`config.mk`:
```
export PLATFORM = sky130hd
export DESIGN_NAME = elevator_ctrl_scan
export DESIGN_NICKNAME = d
export VERILOG_FILES = /design/src/rtl/elevator_ctrl_scan.sv
export SDC_FILE = /design/constraint.sdc
export NUM_CORES = 1
export LEC_CHECK = 0
export BUFFER_PORTS_ARGS = -buffer_cell sky130_fd_sc_hd__buf_2
export CORE_MARGIN = 2
export CORE_UTILIZATION = 54
export CTS_CLUSTER_DIAMETER = 60
export DETAILED_ROUTE_END_ITERATION = 8
export GPL_ROUTABILITY_DRIVEN = 0
export GPL_TIMING_DRIVEN = 0
export HOLD_SLACK_MARGIN = 0.06
export PLACE_DENSITY_LB_ADDON = 0.08
export RECOVER_POWER = 25
export SETUP_SLACK_MARGIN = 0.4
export SLEW_MARGIN = 20
export SYNTH_ARGS = -nofsm -noshare
export SYNTH_HDL_FRONTEND = slang
export SYNTH_SLANG_ARGS = --single-unit
```
`constraint.sdc`:
```
create_clock -name clk -period 7.1 [get_ports clk]
set_input_delay 2.13 -clock clk [delete_from_list [all_inputs] [get_ports clk]]
set_output_delay 2.13 -clock clk [all_outputs]
set_load 0.02 [all_outputs]
```
`src/rtl/elevator_ctrl_scan.sv`:
```
// Single-car elevator controller: latches floor calls and serves them in SCAN
// order, with timed floor travel, timed door dwell and an emergency stop.
module elevator_ctrl_scan #(
    parameter  int NUM_FLOORS    = 8,
    parameter  int TRAVEL_CYCLES = 4,
    parameter  int DOOR_CYCLES   = 5,
    localparam int FLOOR_W       = $clog2(NUM_FLOORS)
) (
    input  logic                  clk,
    input  logic                  reset,
    input  logic                  emergency_stop,
    input  logic [NUM_FLOORS-1:0] call_req,
    output logic [FLOOR_W-1:0]    current_floor,
    output logic                  door_open,
    output logic                  motor_up,
    output logic                  motor_down,
    output logic [NUM_FLOORS-1:0] pending,
    output logic                  dir_up
);

    localparam int TRAVEL_W = (TRAVEL_CYCLES > 1) ? $clog2(TRAVEL_CYCLES) : 1;
    localparam int DOOR_W   = $clog2(DOOR_CYCLES + 1);

    typedef enum logic [2:0] {
        IDLE,
        MOVE_UP,
        MOVE_DOWN,
        DOOR_OPEN,
        EMERG
    } state_t;

    state_t                state;
    logic [TRAVEL_W-1:0]   travel_cnt;
    logic [DOOR_W-1:0]     door_timer;

    logic [FLOOR_W-1:0]    floor_up;
    logic [FLOOR_W-1:0]    floor_dn;
    logic [NUM_FLOORS-1:0] cur_mask;
    logic [NUM_FLOORS-1:0] up_mask;
    logic [NUM_FLOORS-1:0] dn_mask;
    logic [NUM_FLOORS-1:0] latched;
    logic                  at_top;
    logic                  at_bottom;
    logic                  travel_done;
    logic                  pend_cur;
    logic                  pend_up;
    logic                  pend_dn;
    logic                  above_cur;
    logic                  below_cur;
    logic                  above_up;
    logic                  below_dn;
    logic                  recall;

    function automatic logic any_above(input logic [NUM_FLOORS-1:0] p,
                                       input logic [FLOOR_W-1:0]    f);
        logic hit;
        hit = 1'b0;
        for (int i = 0; i < NUM_FLOORS; i++) begin
            if (p[i] && (i > int'(f))) hit = 1'b1;
        end
        return hit;
    endfunction

    function automatic logic any_below(input logic [NUM_FLOORS-1:0] p,
                                       input logic [FLOOR_W-1:0]    f);
        logic hit;
        hit = 1'b0;
        for (int i = 0; i < NUM_FLOORS; i++) begin
            if (p[i] && (i < int'(f))) hit = 1'b1;
        end
        return hit;
    endfunction

    // Neighbour floors and their masks let an arrival decide on the new floor
    // in the same edge that updates current_floor.
    assign floor_up    = current_floor + 1'b1;
    assign floor_dn    = current_floor - 1'b1;
    assign cur_mask    = {{(NUM_FLOORS-1){1'b0}}, 1'b1} << current_floor;
    assign up_mask     = {{(NUM_FLOORS-1){1'b0}}, 1'b1} << floor_up;
    assign dn_mask     = {{(NUM_FLOORS-1){1'b0}}, 1'b1} << floor_dn;
    assign latched     = pending | call_req;
    assign at_top      = (current_floor == FLOOR_W'(NUM_FLOORS - 1));
    assign at_bottom   = (current_floor == '0);
    assign travel_done = (travel_cnt == TRAVEL_W'(TRAVEL_CYCLES - 1));
    assign pend_cur    = |(pending & cur_mask);
    assign pend_up     = |(pending & up_mask);
    assign pend_dn     = |(pending & dn_mask);
    assign above_cur   = any_above(pending, current_floor);
    assign below_cur   = any_below(pending, current_floor);
    assign above_up    = any_above(pending, floor_up);
    assign below_dn    = any_below(pending, floor_dn);
    assign recall      = |(call_req & cur_mask);

    always_ff @(posedge clk) begin
        if (reset) begin
            state         <= IDLE;
            current_floor <= '0;
            pending       <= '0;
            dir_up        <= 1'b1;
            travel_cnt    <= '0;
            door_timer    <= '0;
            door_open     <= 1'b0;
            motor_up      <= 1'b0;
            motor_down    <= 1'b0;
        end else begin
            // NOTE: these defaults are overridden by later non-blocking
            // assignments in the same edge; the last one scheduled wins.
            door_open  <= 1'b0;
            motor_up   <= 1'b0;
            motor_down <= 1'b0;
            pending    <= latched;

            if (emergency_stop) begin
                state      <= EMERG;
                door_open  <= 1'b1;
                travel_cnt <= '0;
                door_timer <= '0;
            end else begin
                case (state)
                    IDLE: begin
                        if (pend_cur) begin
                            state      <= DOOR_OPEN;
                            door_open  <= 1'b1;
                            door_timer <= DOOR_W'(DOOR_CYCLES);
                            pending    <= latched & ~cur_mask;
                        end else if (above_cur && (dir_up || !below_cur)) begin
                            state      <= MOVE_UP;
                            dir_up     <= 1'b1;
                            motor_up   <= 1'b1;
                            travel_cnt <= '0;
                        end else if (below_cur) begin
                            state      <= MOVE_DOWN;
                            dir_up     <= 1'b0;
                            motor_down <= 1'b1;
                            travel_cnt <= '0;
                        end
                    end

                    MOVE_UP: begin
                        if (at_top) begin
                            state      <= IDLE;
                            travel_cnt <= '0;
                        end else if (!travel_done) begin
                            travel_cnt <= travel_cnt + 1'b1;
                            motor_up   <= 1'b1;
                        end else begin
                            travel_cnt    <= '0;
                            current_floor <= floor_up;
                            if (pend_up) begin
                                state      <= DOOR_OPEN;
                                door_open  <= 1'b1;
                                door_timer <= DOOR_W'(DOOR_CYCLES);
                                pending    <= latched & ~up_mask;
                            end else if (above_up) begin
                                motor_up <= 1'b1;
                            end else begin
                                state <= IDLE;
                            end
                        end
                    end

                    MOVE_DOWN: begin
                        if (at_bottom) begin
                            state      <= IDLE;
                            travel_cnt <= '0;
                        end else if (!travel_done) begin
                            travel_cnt <= travel_cnt + 1'b1;
                            motor_down <= 1'b1;
                        end else begin
                            travel_cnt    <= '0;
                            current_floor <= floor_dn;
                            if (pend_dn) begin
                                state      <= DOOR_OPEN;
                                door_open  <= 1'b1;
                                door_timer <= DOOR_W'(DOOR_CYCLES);
                                pending    <= latched & ~dn_mask;
                            end else if (below_dn) begin
                                motor_down <= 1'b1;
                            end else begin
                                state <= IDLE;
                            end
                        end
                    end

                    DOOR_OPEN: begin
                        // A call for this floor keeps the door open instead of latching.
                        pending   <= latched & ~cur_mask;
                        door_open <= 1'b1;
                        if (recall) begin
                            door_timer <= DOOR_W'(DOOR_CYCLES);
                        end else if (door_timer <= DOOR_W'(1)) begin
                            state      <= IDLE;
                            door_open  <= 1'b0;
                            door_timer <= '0;
                        end else begin
                            door_timer <= door_timer - 1'b1;
                        end
                    end

                    EMERG: begin
                        state      <= DOOR_OPEN;
                        door_open  <= 1'b1;
                        door_timer <= DOOR_W'(DOOR_CYCLES);
                        pending    <= latched & ~cur_mask;
                    end

                    default: begin
                        state <= IDLE;
                    end
                endcase
            end
        end
    end

endmodule

```
==> qor.txt <==
Max IR drop VDD - 0.1403 mV
Buffers from clock root to sink, at most - 2
Per-cell routed wire length - 17.81 microns
First-pass GRT wire length - 10.18 mm
CTS sink count - 23
Clock group share of total power - 0.256
Overall track demand over capacity in global routing - 0.3075
Flip-flop and latch count after synthesis - 23
Ports placed on the boundary - 26
CP Class - in -> reg
Min-Delay Path Class - reg -> reg
Drt drc - 0
Post-synth net total - 301
Post-synth EDFFs - 0
Syn avg cell area - 7.296 sq um
RSZ-0062 raised after global routing - no
Setup Buffers After CTS - 0
Core Rows - 22
M1 WL - 2.724 mm
Number of H-tree levels - 1
Leak Pwr - 0.9384 nW
Post-synthesis compound-gate area fraction - 0.3632
CTS buffer count - 3
Final worst clock skew - 0.002157 ns
Post-synth design cell area - 2036 sq um
Total global routing overflow - 0
Max-slew violation total from the final report - 0
Post-detailed-route via-to-cell ratio - 6.697
Die area - 4277 sq um
Cell variety after synth - 61
Final worst path period share - 0.5737
DRC violation total after the first TritonRoute iteration - 375
Sequential share of power - 0.419
Yosys top cell area share - 0.2262
Commonest cells in the netlist - nor2_1 (37), a21oi_1 (29), dfxtp_1 (23)
Diodes inserted - 0
Top routing layer in use - met4
Synth Area in Adders - 0.06761
Root cell of the clock tree - clkbuf_8
Post-synth top flop - dfxtp_1
Total Negative Setup Slacks - 0 ns
Number of cells upsized or downsized after cts - 0
Count leader, synth - nor2_1
Number of antenna violations at the first check in global routing - 0
Upper clock frequency limit - 245.5 MHz
Total routed wirelength - 6.341 mm
Layout cells sized above 1 - 0.1299
Total core area - 3633 sq um
Final Hold Fails - 0
Worst endpoint required time - 7.27 ns
Dominant cells by area after synthesis - dfxtp_1 (23%), a21oi_1 (7.1%), nor2_1 (6.8%)
Main combinational cell family by area after synthesis - compound AO/OA/AOI/OAI gates
Critical Path Sink Type - flip-flop
Area of all placed cells without fillers - 2261 sq um
Mux contribution to synthesized area - 0.01045
Synthesized netlist cell count - 279
Via count of the first global-routing pass - 2067
Yosys Warn Count - 0
Via count - 2384
Max-cap violations - 0
Switching portion of total power - 0.3661
Simple-gate share of the synthesized area - 0.2280
Max Fanout on Critical Path - 3
Number of antenna-violating nets in the routed design - 0
Max-slew headroom - 0.6173
Crit start category - input port
Number of iterations in the first detailed-routing pass - 6
Clock insertion delay at the later pin of the skew report - 0.28 ns
Clock transition time at the flip-flop clock pins of the worst setup and hold paths - 0.09 ns
Status - finished, final reports clean
DP HPWL - 4.531 mm
Pre-CTS setup slack - 2.836 ns
Pin count of the biggest net entering global routing - 15
Combinational fraction of design power - 0.325
Die span in y - 65.40 microns
Number of failing setup endpoints in the final timing report - 0
Sequential cell area fraction in the yosys report - 0.2262
Count of input and output buffers - 25
TritonCTS clock tree - done
Synthesis-to-layout area growth - 11.06%
Minimum period implied by the final worst setup slack - 4.073 ns
Least setup slack across all paths after layout - 3.027 ns
Internal cell power - 0.0002170 W
Met2 routed wirelength - 2.629 mm
Arrival time worst endpoint - 4.25 ns
Switching power - 0.0001253 W
Utilization of the core after routing - 0.6222
Post-synth top area cell - dfxtp_1
Slew @ Worst Pin - 0.5741 ns
Fill cells - 373
# hold bufs at CTS - 0
Synth async-reset ratio - 0
Met3 wire len - 805 microns
Final #Nets - 331
Power density of the placed cells - 151.4 nW/um^2
Initial Util - 0.5603
Placed Area - 2221 sq um
Die boundary width - 65.40 microns
Share of the synthesized netlist area taken by xor and xnor gates - 0.02151
Worst hold slack - 0.4909 ns
[critical path: stages]
cell      delay [ns]
buf_2           0.11
a222oi_1        0.45
nand2_1         0.11
a222oi_1        0.45
a21boi_1        0.17
o21bai_1        0.20
or3_1           0.40
o221a_1         0.22
[path summary, 6_finish.rpt]
| kind | slack [ns] | end | from | cells past startpoint |
|---|---|---|---|---|
| worst max-delay path | 3.03 | state[1]$_SDFFE_PP0P_ | call_req[2] | 8 |
| worst min-delay path | 0.49 | travel_cnt[1]$_SDFFE_PP0P_ | travel_cnt[1]$_SDFFE_PP0P_ | 2 |
| worst max register to register | 3.68 | state[1]$_SDFFE_PP0P_ | current_floor[0]$_SDFFE_PP0P_ | 11 |
| worst min register to register | 0.49 | travel_cnt[1]$_SDFFE_PP0P_ | travel_cnt[1]$_SDFFE_PP0P_ | 2 |
[registers in the layout (all words and copies together), names as in the netlist]
register / flops
door_open: 1
motor_up: 1
pending: 8
dir_up: 1
door_timer: 3
state: 3
motor_down: 1
current_floor: 3
travel_cnt: 2
[cell families after synthesis]
family	after synthesis
buf+inv	37
xor+xnor	5
flops	23
compound gates	106
fa+ha+maj	11
mux	2
simple gates	95
[cell usage in the layout (no fill, tap or decap), drive strengths merged, types with 3 or more instances in the layout]
master / instances
xnor2: 3
dfxtp: 23
a31oi: 6
buf: 31
nand2b: 6
nor2b: 4
or2: 3
a211oi: 4
nor2: 37
o22ai: 6
a21oi: 29
o21bai: 3
a21boi: 4
or3: 3
nor4: 6
nor3: 9
ha: 11
and3: 3
inv: 13
a22oi: 6
clkbuf: 20
o221a: 3
a222oi: 6
o21ai: 13
nand2: 16
a21o: 7
[through the flow]
step,total power [W],instances
2_1_floorplan,0.0002237,279
3_3_place_gp,0.0002529,352
3_5_place_dp,0.0002541,352
4_1_cts,0.0003392,356
5_1_grt,0.0003572,356
6_report,0.0003423,356
[power groups by stage]
stage          sequential (W)  clock (W)  combinational, W
3_3_place_gp         0.000146          0          0.000107
3_5_place_dp         0.000146          0          0.000108
5_1_grt              0.000145  0.0000923          0.000120
6_report             0.000143  0.0000876          0.000111
2_1_floorplan        0.000152          0         0.0000718
4_1_cts              0.000143  0.0000874          0.000109
[metal layers]
layer  GRT usage  vias up
met2      0.4413      189
met5           0        -
met4     0.08854        0
li1            -     1095
met1      0.4646     1067
met3     0.05479       33
[area by class of cell]
| type | count | area (sq um) | area share |
|---|---|---|---|
| Multi-Input combinational cell | 219 | 1406 | 0.6220 |
| Clock inverter | 1 | 7.507 | 0.003320 |
| Buffer | 23 | 116.4 | 0.05147 |
| Timing Repair Buffer | 25 | 116.4 | 0.05147 |
| Clock buffer | 3 | 41.29 | 0.01826 |
| Sequential cell | 23 | 460.4 | 0.2037 |
| Inverter | 14 | 52.55 | 0.02324 |
| Tap cell | 48 | 60.06 | 0.02656 |
No activity file was read; power rests on OpenSTA's default activity.
